<file path="src/rtl/inst_fetch_pkg.sv">
// Shared constants, state encoding and helpers for the instruction fetch stage.
package inst_fetch_pkg;

  localparam int unsigned INSTRUCTION_WIDTH = 32;
  localparam int unsigned OPERAND_WIDTH     = 32;
  localparam int unsigned PC_STEP           = 4;

  localparam logic [OPERAND_WIDTH-1:0] RESET_PC_DEFAULT = 32'h0000_0000;

  // Low two bits of every valid 32-bit base-ISA instruction.
  localparam logic [1:0] OPCODE_VALID = 2'b11;

  typedef enum logic [1:0] {
    ST_IDLE = 2'd0,
    ST_REQ  = 2'd1,
    ST_WAIT = 2'd2,
    ST_HOLD = 2'd3
  } fetch_state_t;

  // Force a byte address onto a word boundary.
  function automatic logic [OPERAND_WIDTH-1:0] align_word(input logic [OPERAND_WIDTH-1:0] addr);
    return {addr[OPERAND_WIDTH-1:2], 2'b00};
  endfunction

endpackage

</file>
<file path="src/rtl/inst_fetch.sv">
// Single-outstanding instruction fetch: issues word fetches, holds the returned
// instruction until decode consumes it, and handles branch redirects.
module inst_fetch #(
  parameter logic [31:0] RESET_PC          = inst_fetch_pkg::RESET_PC_DEFAULT,
  parameter int unsigned INSTRUCTION_WIDTH = inst_fetch_pkg::INSTRUCTION_WIDTH
) (
  input  logic                         clk,
  input  logic                         rst_n,
  output logic                         imem_req,
  output logic [31:0]                  imem_addr,
  input  logic                         imem_rvalid,
  input  logic [INSTRUCTION_WIDTH-1:0] imem_rdata,
  input  logic                         redirect_valid,
  input  logic [31:0]                  redirect_pc,
  input  logic                         stall_in,
  output logic [INSTRUCTION_WIDTH-1:0] inst,
  output logic [31:0]                  inst_pc,
  output logic                         inst_valid,
  output logic                         inst_illegal,
  output logic                         fetch_misaligned
);

  import inst_fetch_pkg::*;

  localparam int unsigned AW = OPERAND_WIDTH;

  fetch_state_t                 state;
  fetch_state_t                 state_next;
  logic [AW-1:0]                pc;
  logic [AW-1:0]                pc_next;
  logic                         kill;
  logic                         kill_next;
  logic [INSTRUCTION_WIDTH-1:0] inst_next;
  logic [AW-1:0]                inst_pc_next;
  logic                         inst_valid_next;
  logic                         imem_req_next;
  logic [AW-1:0]                imem_addr_next;
  logic                         misaligned_next;
  logic [AW-1:0]                redirect_target;

  assign redirect_target = align_word(redirect_pc);

  // Next-state, PC, kill and instruction-buffer logic.
  always_comb begin
    state_next      = state;
    pc_next         = pc;
    kill_next       = kill;
    inst_next       = inst;
    inst_pc_next    = inst_pc;
    inst_valid_next = inst_valid;
    misaligned_next = redirect_valid && (redirect_pc[1:0] != 2'b00);

    unique case (state)
      ST_IDLE: begin
        state_next = ST_REQ;
        if (redirect_valid) begin
          pc_next = redirect_target;
        end
      end

      ST_REQ: begin
        // The request already left with the old PC; its data must be dropped.
        state_next = ST_WAIT;
        if (redirect_valid) begin
          pc_next   = redirect_target;
          kill_next = 1'b1;
        end
      end

      ST_WAIT: begin
        if (imem_rvalid) begin
          if (redirect_valid || kill) begin
            // Response belongs to a squashed path; refetch from the current PC.
            if (redirect_valid) begin
              pc_next = redirect_target;
            end
            kill_next  = 1'b0;
            state_next = ST_REQ;
          end else begin
            inst_next       = imem_rdata;
            inst_pc_next    = pc;
            inst_valid_next = 1'b1;
            pc_next         = pc + AW'(PC_STEP);
            state_next      = ST_HOLD;
          end
        end else if (redirect_valid) begin
          pc_next   = redirect_target;
          kill_next = 1'b1;
        end
      end

      ST_HOLD: begin
        // Redirect wins over stall and over a normal consume.
        if (redirect_valid) begin
          inst_valid_next = 1'b0;
          pc_next         = redirect_target;
          state_next      = ST_REQ;
        end else if (!stall_in) begin
          inst_valid_next = 1'b0;
          state_next      = ST_REQ;
        end
      end

      default: begin
        state_next = ST_IDLE;
      end
    endcase

    imem_req_next  = (state_next == ST_REQ);
    imem_addr_next = imem_req_next ? pc_next : imem_addr;
  end

  // State, PC and output registers.
  always_ff @(posedge clk or negedge rst_n) begin
    if (!rst_n) begin
      state            <= ST_IDLE;
      pc               <= RESET_PC;
      kill             <= 1'b0;
      inst             <= '0;
      inst_pc          <= '0;
      inst_valid       <= 1'b0;
      imem_req         <= 1'b0;
      imem_addr        <= '0;
      fetch_misaligned <= 1'b0;
    end else begin
      state            <= state_next;
      pc               <= pc_next;
      kill             <= kill_next;
      inst             <= inst_next;
      inst_pc          <= inst_pc_next;
      inst_valid       <= inst_valid_next;
      imem_req         <= imem_req_next;
      imem_addr        <= imem_addr_next;
      fetch_misaligned <= misaligned_next;
    end
  end

  // Illegal flag is decoded straight from the held instruction.
  assign inst_illegal = inst_valid && (inst[1:0] != OPCODE_VALID);

endmodule

</file>
<file path="config.mk">
export PLATFORM = sky130hd
export DESIGN_NAME = inst_fetch
export DESIGN_NICKNAME = d
export VERILOG_FILES = /design/src/rtl/inst_fetch_pkg.sv /design/src/rtl/inst_fetch.sv
export SDC_FILE = /design/constraint.sdc
export NUM_CORES = 1
export LEC_CHECK = 0
export BUFFER_PORTS_ARGS = -buffer_cell sky130_fd_sc_hd__clkbuf_2
export CORE_UTILIZATION = 45
export CTS_BUF_LIST = sky130_fd_sc_hd__clkbuf_2 sky130_fd_sc_hd__clkbuf_4 sky130_fd_sc_hd__clkbuf_8
export DETAILED_ROUTE_END_ITERATION = 10
export PLACE_DENSITY_LB_ADDON = 0.12
export SETUP_SLACK_MARGIN = 0.15
export SYNTH_ARGS = -nofsm -noshare
export SYNTH_HDL_FRONTEND = slang
export SYNTH_SLANG_ARGS = --single-unit
</file>
<file path="constraint.sdc">
create_clock -name clk -period 4.3 [get_ports clk]
set_input_delay 0.43 -clock clk [delete_from_list [all_inputs] [get_ports clk]]
set_output_delay 0.43 -clock clk [all_outputs]
set_load 0.02 [all_outputs]
</file>
# Word-level counts from Yosys, hierarchy flattened
# Cells that the tools add are included.
[classes]
n_lt_le_gt_ge = 0
div_mod_pow = 0
bitwise = 1
mul = 0
reduce_logical = 11
shift = 0
n_mux = 18
n_eq_ne = 9
add_sub_neg = 1
[ops]
columns = ["op", "n"]
rows = [
  ["32-bit two-way mux", 3],
  ["32-bit case mux with 2 select lines", 1],
  ["32-bit by 3-bit adder with 32-bit output, second input constant", 1],
  ["2-bit two-way mux", 4],
  ["2-bit case mux with 4 select lines", 1],
  ["1-bit two-way mux", 7],
  ["2-bit inequality test, second input constant", 3],
  ["3-bit inequality test, second input constant", 2],
  ["2-bit nonzero test", 3],
  ["2-bit by 1-bit equality test with 1-bit output, second input constant", 2],
  ["2-bit equality test, second input constant", 2],
  ["1-bit case mux with 2 select lines", 2],
  ["4-bit AND reduction", 1],
  ["3-bit AND reduction", 1],
  ["3-bit OR reduction", 1],
  ["1-bit logical AND", 2],
  ["2-bit zero test", 1],
  ["2-bit AND reduction", 1],
  ["1-bit logical OR", 1],
  ["1-bit inverter", 1],
]
[word_totals]
ram_bits = 0
mem_count = 0
output_inout_bits = 100
word_cells = 49
register_bits = 134
inputBits = 69
latch_bits = 0
mem_bits_ro = 0

# Longest topological paths before layout
[logic_depth]
depth_word = 5
depth_mapped = 7
mapped_depth_nobuf = 6

# Worst setup path after synthesis
# OpenSTA, ideal clock, no wires.
[synth_timing]
kind = "reg-to-reg"
from = "register pc[2]"
to = "register imem_addr[18]"
setup_slack_ns = 2.340
t_required_ns = 4.235
setup_time_ns = 0.065
arrival_time_ns = 1.895
synth_period_minus_slack_ns = 1.960
stages_incl_launch_ff = 7
n_path_buf = 0
cell_sequence = "dfrtp_1 > ha_1 > and2_1 > nand4_4 > or4_1 > a221oi_2 > mux2_2"
[synth_via]
elab_chain_len = 4
[synth_rtl]
columns = ["item", "line_no", "text"]
rows = [
  ["start, declared", "inst_fetch.sv:29", "logic [AW-1:0] pc;"],
  ["start signal, assigned", "inst_fetch.sv:127", "pc <= pc_next;"],
  ["32-bit by 3-bit adder with 32-bit output", "inst_fetch.sv:83", "pc_next = pc + AW'(PC_STEP);"],
  ["32-bit two-way mux", "inst_fetch.sv:72", "if (redirect_valid || kill) begin"],
  ["32-bit two-way mux", "inst_fetch.sv:71", "if (imem_rvalid) begin"],
  ["32-bit case mux with 2 select lines", "inst_fetch.sv:53", "unique case (state)"],
  ["via pc_next[18]", "inst_fetch.sv:30", "logic [AW-1:0] pc_next;"],
  ["end signal, assigned", "inst_fetch.sv:133", "imem_addr <= imem_addr_next;"],
  ["end, declared", "inst_fetch.sv:10", "output logic [31:0] imem_addr,"],
]
# The timed path passes the listed nets, and every way through them passes these cells.
# A chain may end at the register's enable or synchronous reset.

# Worst setup path in the final report
[layout_timing]
from = "register state[0]"
to = "register inst[21]"
[layout_via]
elab_chain_len = 2
[layout_rtl]
columns = ["item", "line_no", "text"]
rows = [
  ["start, declared", "inst_fetch.sv:27", "fetch_state_t state;"],
  ["start signal, assigned", "inst_fetch.sv:126", "state <= state_next;"],
  ["2-bit equality test", "inst_fetch.sv:53", ""],
  ["3-bit AND reduction (no source line)", "--", ""],
  ["end signal, assigned", "inst_fetch.sv:129", "inst <= inst_next;"],
  ["end, declared", "inst_fetch.sv:16", "output logic [INSTRUCTION_WIDTH-1:0] inst,"],
]
# Every way passes these cells.

==> out/qor.csv <==
metric,value,unit
die width,115,um
final worst slack,1610,ps
core footprint,12200,um^2
Clock Pin Slew Worst Setup and Hold Paths,70,ps
antenna violations before repair,0,
global-route wire length before repair,21700,um
switch share,38.3,%
cells after synthesis,463,
Comb power frac,38.0,%
Max Slew Vio Count,0,
routed len/inst,17.0,um
DRT Pass-1 Iters,5,
Antenna Nets Post-Route,0,
synth warn,0,
Area Overhead vs Synth,23.3,%
Num CTS Buffers,17,
Sequential Power Share,41.9,%
status,"finished, final reports clean",
max-cap violations,0,
PwrDens,690,nW/um^2
critical path required time,4620,ps
synthesized area,5740,um^2
antenna fix cells,0,
full die area,13200,um^2
kind of end point of the critical path,flip-flop,
DR iter-0 viols,206,
final routed DRC violation total,0,
final hold vios,0,
"commonest non-fill, non-tap cell in the layout",clkbuf_2,
Total Neg Setup Slack,0,ps
Leak,0.00338,uW
Worst setup SP type,flip-flop,
internal power,3010,uW
Final period util,62.6,%
arrival time worst endpoint,3010,ps
fraction of registers with async set/reset,100,%
PostCTS Resize Cnt,0,
WS Path Type,reg2reg,
die height,115,um
CTS Hold Bufs,0,
Yosys cell types,46,
routed vias/inst,5.23,
clock sinks,134,
Hold Crit Class,in2async,
final hold slack,40.1,ps
pin count of the biggest net entering global routing,92,
pre-CTS setup slack,1610,ps
CTS tree,done,
GP Congestion,0.817,
Initial Utilization,47.0,%
sequential area share after synthesis,58.4,%
f_max,0.372,GHz
routed vias,4231,
Post-synth EDFFs,0,
Net Sw Power,1870,uW
"Avg Cell Area, Syn",12.4,um^2
clk_lat worst skew,440,ps
ys flop type,dfrtp_1,
relative slew slack,38.7,%
Final min period,2690,ps
vias in the first global route,4168,
fill cell count,1105,
total design power,4880,uW
syn_nets,533,
worst-path fanout max,51,
IO Count,169,
FP Rows,40,
Max Clock Skew,6.21,ps
PortBufs,168,
RSZ-0062 raised after global routing,false,
Setup-failing EPs final,0,
Cells after DPL,779,
clk buf depth,2,
most frequent cells in the layout,"clkbuf_2, dfrtp_1, mux2_2, nand2_1, nor2_1",
Post-CTS Setup Repair Bufs,0,
Peak supply drop,0.329,mV
H-tree Lvls,4,
Total GRT Usage,21.9,%
final HPWL from detailed placement,9690,um
clock share of power,20.1,%
GR Overflow Total,0,
CTS Root Cell,clkbuf_8,
measured slew at the worst slew-check pin,911,ps
ratio of cells with drive above 1 in the final layout,46.5,%
Yosys reg bits,134,
final std cells w/o fill,809,
Nets,700,
DRT Wirelength,13700,um
synthesized netlist by cell type (6+ instances only):
| master | count | area share (%) |
|---|---|---|
| dfrtp_1 | 134 | 58 |
| mux2_2 | 82 | 16 |
| nand2_1 | 37 | 2.4 |
| nor2_1 | 32 | 2.1 |
| nand3_1 | 20 | 1.7 |
| o21ai_0 | 19 | 1.7 |
| clkbuf_1 | 13 | 0.85 |
| xnor2_1 | 10 | 1.5 |
| nand4_1 | 9 | 0.98 |
| nor4_1 | 9 | 0.98 |
| xor2_1 | 9 | 1.4 |
| inv_1 | 8 | 0.52 |
| a21oi_1 | 7 | 0.61 |
| buf_2 | 7 | 0.61 |
| nor3_1 | 6 | 0.52 |
cell families (layout without fill, tap and decap cells):
kind of cell,Yosys count,after routing,share of synthesized area [%]
buf+inv,33,211,2.90
compound gates,55,55,6.30
xor+xnor,19,19,2.90
flops,134,134,58.4
fa+ha+maj,1,1,0.218
mux,85,85,16.6
simple gates,136,136,12.7
layout make-up:
class | count | area, um^2 | share of cell area (%)
Clock buffer | 26 | 327 | 4.61
Clock inverter | 4 | 45.0 | 0.636
Inverter | 8 | 30.0 | 0.424
Multi-Input combinational cell | 296 | 2230 | 31.5
Sequential cell | 134 | 3350 | 47.4
Tap cell | 168 | 210 | 2.97
Timing Repair Buffer | 173 | 885 | 12.5
critical path, cell delays in order, from the launching register on:
cell	delay, ps
dfrtp_1	480
nand4bb_4	500
nor2_4	510
buf_4	650
mux2_2	410
stage by stage:
step	util [%]	instance area, um^2
global placement	54.9	6710
finish	58.0	7080
global route	58.0	7080
CTS	58.0	7080
floorplan	-	5740
detailed placement	54.9	6710
power by group through the flow:
stage	registers, uW	logic [uW]	clock network, uW
after global routing	2110	2010	1060
after CTS	2050	1880	1010
after detailed placement	2070	1870	0
final	2050	1850	982
after floorplan	2530	725	0
after global placement	2050	1840	0
path summary, 6_finish.rpt:
check / slack, ps / endpoint / startpoint / cells past startpoint
setup / recovery: 1610 / inst[21]$_DFFE_PN0P_ / state[0]$_DFF_PN0_ / 4
hold / removal: 40 / pc[30]$_DFF_PN0_ / rst_n / 1
setup reg to reg: 1610 / inst[21]$_DFFE_PN0P_ / state[0]$_DFF_PN0_ / 4
hold reg to reg: 480 / imem_addr[6]$_DFFE_PN0P_ / imem_addr[6]$_DFFE_PN0P_ / 2
max in group asynchronous: 3210 / inst[16]$_DFFE_PN0P_ / rst_n / 2
min in group clk: 220 / fetch_misaligned$_DFF_PN0_ / redirect_pc[0] / 3
per-layer routing:
metal | GRT usage [%] | share of wire [%] | up-vias
met2 | 36.1 | 50 | 132
li1 | - | - | 1987
met5 | 0 | 0 | -
met4 | 8.23 | 1.3 | 0
met1 | 28.0 | 43 | 2093
met3 | 5.38 | 5.1 | 19
sequential cells by signal, indices dropped and copies added (netlist names):
signal	flops
fetch_misaligned	1
pc	32
state	2
inst	32
imem_addr	32
inst_pc	32
imem_req	1
inst_valid	1
kill	1
Note: power is estimated with default switching activity, not from simulation.
